==> src/rtl/bus_arb_pkg.sv <==
// rtl/bus_arb_pkg.sv - shared encodings and constants for the SRAM bus arbiter
package bus_arb_pkg;

    typedef enum logic [1:0] {
        ST_IDLE   = 2'd0,
        ST_ACCESS = 2'd1,
        ST_RESP   = 2'd2
    } state_e;

    localparam logic OWNER_INST = 1'b0;
    localparam logic OWNER_DATA = 1'b1;

    // Wide enough for the 0..7 wait-state range
    localparam int CNT_W = 3;

endpackage

==> src/rtl/bus_arb_pick.sv <==
// rtl/bus_arb_pick.sv - combinational owner selection (policy chosen by BUS_ARB_ROUND_ROBIN_EN)
module bus_arb_pick
    import bus_arb_pkg::*;
(
    input  logic inst_req_i,
    input  logic data_req_i,
    input  logic last_owner_i,
    output logic grant_o,
    output logic owner_o
);

    assign grant_o = inst_req_i | data_req_i;

`ifdef BUS_ARB_ROUND_ROBIN_EN
    // On a tie the side that did not own the previous access goes first
    always_comb begin
        owner_o = data_req_i ? OWNER_DATA : OWNER_INST;
        if (inst_req_i && data_req_i) begin
            owner_o = (last_owner_i == OWNER_DATA) ? OWNER_INST : OWNER_DATA;
        end
    end
`else
    // Fixed priority: loads/stores always beat fetches
    logic unused_last_owner;
    assign unused_last_owner = last_owner_i;

    always_comb begin
        owner_o = data_req_i ? OWNER_DATA : OWNER_INST;
    end
`endif

endmodule

==> src/rtl/bus_arbiter.sv <==
// rtl/bus_arbiter.sv - fetch/load-store SRAM port arbiter with wait states (option: BUS_ARB_ROUND_ROBIN_EN)
module bus_arbiter
    import bus_arb_pkg::*;
#(
    parameter int ADDR_W      = 32,
    parameter int DATA_W      = 32,
    parameter int WAIT_CYCLES = 1
) (
    input  logic              clk,
    input  logic              rst,
    input  logic              inst_req_i,
    input  logic [ADDR_W-1:0] inst_addr_i,
    output logic [DATA_W-1:0] inst_rdata_o,
    output logic              inst_ack_o,
    input  logic              data_req_i,
    input  logic              data_we_i,
    input  logic [ADDR_W-1:0] data_addr_i,
    input  logic [DATA_W-1:0] data_wdata_i,
    input  logic [3:0]        data_sel_i,
    output logic [DATA_W-1:0] data_rdata_o,
    output logic              data_ack_o,
    output logic              sram_ce_o,
    output logic              sram_we_o,
    output logic [ADDR_W-1:0] sram_addr_o,
    output logic [DATA_W-1:0] sram_wdata_o,
    output logic [3:0]        sram_sel_o,
    input  logic [DATA_W-1:0] sram_rdata_i,
    output logic              pause_req_o
);

    state_e            state_q, state_d;
    logic [CNT_W-1:0]  cnt_q, cnt_d;
    logic              owner_q, owner_d;
    logic              ce_q, ce_d;
    logic              we_q, we_d;
    logic [ADDR_W-1:0] addr_q, addr_d;
    logic [DATA_W-1:0] wdata_q, wdata_d;
    logic [3:0]        sel_q, sel_d;
    logic [DATA_W-1:0] inst_rdata_q, inst_rdata_d;
    logic [DATA_W-1:0] data_rdata_q, data_rdata_d;
    logic              inst_ack_q, inst_ack_d;
    logic              data_ack_q, data_ack_d;
    logic              grant;
    logic              pick_owner;
    logic              last_owner;

    bus_arb_pick u_pick (
        .inst_req_i   (inst_req_i),
        .data_req_i   (data_req_i),
        .last_owner_i (last_owner),
        .grant_o      (grant),
        .owner_o      (pick_owner)
    );

`ifdef BUS_ARB_ROUND_ROBIN_EN
    logic last_owner_q, last_owner_d;
    assign last_owner = last_owner_q;

    // Remember who won the most recent arbitration
    always_ff @(posedge clk) begin
        if (rst) last_owner_q <= OWNER_INST;
        else     last_owner_q <= last_owner_d;
    end

    // Only an IDLE->ACCESS transition changes the remembered owner
    always_comb begin
        last_owner_d = last_owner_q;
        if (state_q == ST_IDLE && grant) last_owner_d = pick_owner;
    end
`else
    assign last_owner = OWNER_INST;
`endif

    // Next-state logic: latch request in IDLE, count wait states, pulse ack in RESP
    always_comb begin
        state_d      = state_q;
        cnt_d        = cnt_q;
        owner_d      = owner_q;
        ce_d         = ce_q;
        we_d         = we_q;
        addr_d       = addr_q;
        wdata_d      = wdata_q;
        sel_d        = sel_q;
        inst_rdata_d = inst_rdata_q;
        data_rdata_d = data_rdata_q;
        inst_ack_d   = 1'b0;
        data_ack_d   = 1'b0;
        unique case (state_q)
            ST_IDLE: begin
                if (grant) begin
                    owner_d = pick_owner;
                    ce_d    = 1'b1;
                    cnt_d   = CNT_W'(WAIT_CYCLES);
                    state_d = ST_ACCESS;
                    if (pick_owner == OWNER_DATA) begin
                        we_d    = data_we_i;
                        addr_d  = data_addr_i;
                        wdata_d = data_wdata_i;
                        sel_d   = data_sel_i;
                    end else begin
                        we_d    = 1'b0;
                        addr_d  = inst_addr_i;
                        wdata_d = '0;
                        sel_d   = 4'b1111;
                    end
                end
            end
            ST_ACCESS: begin
                if (cnt_q != '0) begin
                    cnt_d = cnt_q - CNT_W'(1);
                end else begin
                    // Last access cycle: sample the SRAM and release the port
                    if (owner_q == OWNER_DATA) begin
                        data_ack_d = 1'b1;
                        if (!we_q) data_rdata_d = sram_rdata_i;
                    end else begin
                        inst_ack_d   = 1'b1;
                        inst_rdata_d = sram_rdata_i;
                    end
                    ce_d    = 1'b0;
                    we_d    = 1'b0;
                    addr_d  = '0;
                    wdata_d = '0;
                    sel_d   = '0;
                    state_d = ST_RESP;
                end
            end
            ST_RESP: begin
                state_d = ST_IDLE;
            end
            default: begin
                state_d = ST_IDLE;
            end
        endcase
    end

    // State and output registers; reset abandons any access in flight
    always_ff @(posedge clk) begin
        if (rst) begin
            state_q      <= ST_IDLE;
            cnt_q        <= '0;
            owner_q      <= OWNER_INST;
            ce_q         <= 1'b0;
            we_q         <= 1'b0;
            addr_q       <= '0;
            wdata_q      <= '0;
            sel_q        <= '0;
            inst_rdata_q <= '0;
            data_rdata_q <= '0;
            inst_ack_q   <= 1'b0;
            data_ack_q   <= 1'b0;
        end else begin
            state_q      <= state_d;
            cnt_q        <= cnt_d;
            owner_q      <= owner_d;
            ce_q         <= ce_d;
            we_q         <= we_d;
            addr_q       <= addr_d;
            wdata_q      <= wdata_d;
            sel_q        <= sel_d;
            inst_rdata_q <= inst_rdata_d;
            data_rdata_q <= data_rdata_d;
            inst_ack_q   <= inst_ack_d;
            data_ack_q   <= data_ack_d;
        end
    end

    assign sram_ce_o    = ce_q;
    assign sram_we_o    = we_q;
    assign sram_addr_o  = addr_q;
    assign sram_wdata_o = wdata_q;
    assign sram_sel_o   = sel_q;
    assign inst_rdata_o = inst_rdata_q;
    assign data_rdata_o = data_rdata_q;
    assign inst_ack_o   = inst_ack_q;
    assign data_ack_o   = data_ack_q;

    // The pipeline stalls while any request is outstanding and not being acked
    assign pause_req_o = ~rst & ((inst_req_i & ~inst_ack_q) | (data_req_i & ~data_ack_q));

endmodule

==> config.mk <==
export PLATFORM = sky130hd
export DESIGN_NAME = bus_arbiter
export DESIGN_NICKNAME = d
export VERILOG_FILES = /design/src/rtl/bus_arb_pkg.sv /design/src/rtl/bus_arb_pick.sv /design/src/rtl/bus_arbiter.sv
export SDC_FILE = /design/constraint.sdc
export NUM_CORES = 1
export LEC_CHECK = 0
export CORE_ASPECT_RATIO = 1.2
export CORE_UTILIZATION = 35
export CTS_CLUSTER_SIZE = 12
export DETAILED_ROUTE_END_ITERATION = 6
export PLACE_DENSITY = 0.71
export SLEW_MARGIN = 20
export SYNTH_ARGS = -nofsm -noshare
export SYNTH_HDL_FRONTEND = slang
export SYNTH_SLANG_ARGS = --single-unit
==> constraint.sdc <==
create_clock -name clk -period 1.9 [get_ports clk]
set_clock_uncertainty 0.2 [all_clocks]
set_input_delay 0.19 -clock clk [delete_from_list [all_inputs] [get_ports clk]]
set_output_delay 0.19 -clock clk [all_outputs]
set_load 0.01 [all_outputs]
==> results.txt <==
- The flow ran to the end, and the final reports show no timing, DRC or antenna violations.
* Portion of total power attributed to combinational logic: 20.1%
- By startpoint and endpoint, the worst setup path is classified as reg -> reg.
- Die Ht: 139 um
- Switching share of power: 25.9%
- Once layout is complete, the utilization of the core stands at 60.3%.
- Across every metal layer, demand over resource in global routing totals 20.8%.
- In the synthesized netlist the async set-or-reset flop fraction comes to 0%.
* FMAX: 547 MHz
* #FFs+latches synth: 142
* Cts hold-fix bufs: 0
* Top cell type's share of synthesized area: 51.8%
- Synthesis produced a netlist with a net count of 716.
* Clock root buffer: sky130_fd_sc_hd__clkbuf_16
* Clock Power Share: 39.2%
- Static leakage: 3.71 nW
* Max clock buf depth: 2
- Pin placement for this block handled 274 I/O pins.
- Wires add up to 17000 um.
* Placed Instance Area: 0.00846 sq mm
- Input and output buffers added on the ports amount to 273.
* Pin count of the biggest net entering global routing: 76
- Of the post-synthesis cell area, the part taken by muxes is 13.7%.
- The number of clock buffers added by TritonCTS is 17.
- Type of the worst min-delay path: in -> reg
- Post-detailed-route count of antenna-violating nets: 0
- Number of levels the H-tree was split into: 4
* Sequential fraction of design power: 40.7%
* DRC violations left: 0
* Most frequent cell after synthesis: sky130_fd_sc_hd__nand2_1
- Count of cell types in the netlist: 38
- Adder-cell share of the synthesized area: 0.456%
- The first global-routing pass estimated 26300 um of wire.
- Number of vias in the routed layout: 5199
- The die is 116 um wide.
- Internal power of the cells: 6.06 mW
- The detailed router finished its first iteration with 183 violations.
* Switching power summed over all nets: 2.12 mW
* Number of vias per cell: 4.87
- In the global route stage, met2 resource usage came out at 36.3%.
* Post-synthesis cell count: 577
* Most Crowded Layer GR: met2
- Via count of the first global-routing pass: 5403
* Synthesized area: 0.00548 sq mm
* Share of the synthesized area in compound gates (AO/OA/AOI/OAI): 13.9%
- After synthesis, the most frequently instantiated cells are sky130_fd_sc_hd__nand2_1 (169), sky130_fd_sc_hd__dfxtp_1 (142), sky130_fd_sc_hd__mux2i_1 (75).
- The final count of pins violating max slew was 0.
* Least-Margin Pin Slew: 0.591 ns
- Clock-pin transition on the worst setup and hold timing paths: 0.06 ns
- STA puts the critical path data arrival time at 1.97 ns.
* Share of final-layout standard cells stronger than drive strength 1: 7.88%
- Yosys printed 0 warnings.
- Detailed placement ended at an HPWL of 12000 um.
* Growth of design area from synthesis to finish: 66.5%
- Dividing the detail-routed wire length by the instance count gives 15.9 um.
- Along the worst path, the maximum fanout reaches 8.
* Share of synthesized area occupied by flip-flops and latches: 51.8%
* Crit share post-route: 96.2%
* Final Critical Period: 1.83 ns
* Total count of hold-check failures in the final report: 0
* Number of non-filler instances in the completed layout: 1067
- N_diodes: 0
- Met1 usage: 21.4%
* Skew-Pair Late Insertion Delay: 0.41 ns
- The tightest hold path in the finished design has a slack of 0.0716 ns.
* Prevailing post-synth register cell: sky130_fd_sc_hd__dfxtp_1
- STA classifies the critical path startpoint as a flip-flop.
- Worst-case vdd ir drop: 0.497 mV
- Core region area: 0.0151 sq mm
* Final net count: 989
- The number of antenna violations at the first check in global routing was 0.
- Headroom to the max-slew limit came out at 60.5%.
- Post-synthesis xor/xnor area fraction: 0%
- At the worst endpoint, the required time is 2.04 ns.
- The clock drives 142 sinks.
- Pre-Repair DR Iteration Count: 4
- Inst Count DP: 1030
* Library cell with the largest summed area after synthesis: sky130_fd_sc_hd__dfxtp_1
* Total global routing overflow: 0
* Dominant combinational cell family by area after synthesis: simple AND/OR/NAND/NOR gates
- Starting density of the core: 36.2%
* CTS tree: built
* Synth Area per Inst: 9.50 sq um
* Worst Setup End Kind: flip-flop
* Max-cap check violation count: 0
* Die Footprint: 0.0162 sq mm
- Row generation in the floorplan step produced 49 rows.
* Cell Pwr Density: 895 mW/mm^2
* Global placement routability congestion: 0.750
* Number of enable-type register cells in the synthesized netlist: 0
- Met3 GRT Util: 8.35%
- Setup violations remaining at the end of the flow were counted as 0.
- After Yosys synthesis, and, or, nand and nor cells account for 15.4% of the synthesized area.
* Largest cells by area after synthesis: sky130_fd_sc_hd__dfxtp_1 (52%), sky130_fd_sc_hd__mux2i_1 (14%), sky130_fd_sc_hd__nand2_1 (12%), sky130_fd_sc_hd__a22o_1 (7.8%), sky130_fd_sc_hd__o21ai_0 (2.4%)
- After routing the design area is 0.00913 sq mm.
registers in the layout, indices dropped and copies added (netlist names), 2 cells and up:
name / cells
inst_rdata_o: 32
cnt_q: 3
data_rdata_o: 32
sram_wdata_o: 32
state_q: 2
sram_sel_o: 4
sram_addr_o: 32
worst paths after layout:
path	from	end	slack [ns]	cells after the start
min	data_req_i	owner_q	0.07	4
max reg2reg	cnt_q[1]	inst_rdata_o[28]	0.07	7
max	cnt_q[1]	inst_rdata_o[28]	0.07	7
min reg2reg	data_rdata_o[22]	data_rdata_o[22]	0.26	2
cell families (layout without fill, tap and decap cells):
family          after synthesis  count (layout)
fa+ha+maj                     2               2
compound gates              103             103
flops                       142             142
buf+inv                      51             337
mux                          75              75
simple gates                204             204
final cells by class:
type / instances / area, sq um
Fill cell: 1294 / 6010
Timing Repair Buffer: 300 / 3030
Sequential cell: 142 / 2840
Multi-Input combinational cell: 384 / 2400
Clock buffer: 21 / 470
Tap cell: 204 / 255
Clock inverter: 11 / 108
Inverter: 5 / 18.8
metrics by stage:
| step | TNS (ns) | power, mW | setup slack, ns |
|---|---|---|---|
| 3_5_place_dp | -3.67 | 4.97 | -0.132 |
| 2_1_floorplan | 0 | 4.09 | 0.167 |
| 4_1_cts | 0 | 8.21 | 0.0330 |
| 3_3_place_gp | -1.35 | 4.94 | -0.126 |
| 5_1_grt | -0.113 | 8.53 | -0.0142 |
| 6_report | 0 | 8.18 | 0.0715 |
routing by layer:
| layer | wire [um] | share of wire (%) |
|---|---|---|
| met1 | 6580 | 39 |
| met2 | 8340 | 49 |
| met3 | 1680 | 9.9 |
| met5 | 0 | 0 |
| met4 | 375 | 2.2 |
cell usage in the layout, fill, tap and decap left out, types with 5 or more instances in the layout:
cell type and n:
sky130_fd_sc_hd__o2bb2ai_1 5, sky130_fd_sc_hd__a22oi_1 5, sky130_fd_sc_hd__buf_4 18, sky130_fd_sc_hd__clkdlybuf4s50_1 271, sky130_fd_sc_hd__mux2i_1 75, sky130_fd_sc_hd__dfxtp_1 141
sky130_fd_sc_hd__nand3_1 11, sky130_fd_sc_hd__buf_12 5, sky130_fd_sc_hd__a22o_1 49, sky130_fd_sc_hd__nor3_1 5, sky130_fd_sc_hd__clkbuf_16 19, sky130_fd_sc_hd__o21ai_0 26
sky130_fd_sc_hd__nand2_1 169
power by group through the flow:
stage,combinational (mW),sequential (mW),clock (mW)
2_1_floorplan,0.621,3.47,0
3_3_place_gp,1.56,3.38,0
3_5_place_dp,1.59,3.39,0
4_1_cts,1.60,3.33,3.28
5_1_grt,1.77,3.35,3.41
6_report,1.65,3.33,3.20
timing repair:
item | 4_1_cts | 5_1_grt
gates cloned | 0 | 3
pin swaps | 0 | 2
buffers inserted | 0 | 2
resized for setup | 2 | 6
endpoints found under the setup margin | 28 | 35
worst max-delay path, stage by stage, from the launching register on:
cell and delay (ns):
sky130_fd_sc_hd__dfxtp_2 0.32, sky130_fd_sc_hd__inv_2 0.08, sky130_fd_sc_hd__ha_4 0.15, sky130_fd_sc_hd__nand4bb_1 0.15, sky130_fd_sc_hd__buf_6 0.17, sky130_fd_sc_hd__nor2_4 0.24
sky130_fd_sc_hd__clkbuf_16 0.24, sky130_fd_sc_hd__mux2i_1 0.19
(Power assumes the default switching activity.)
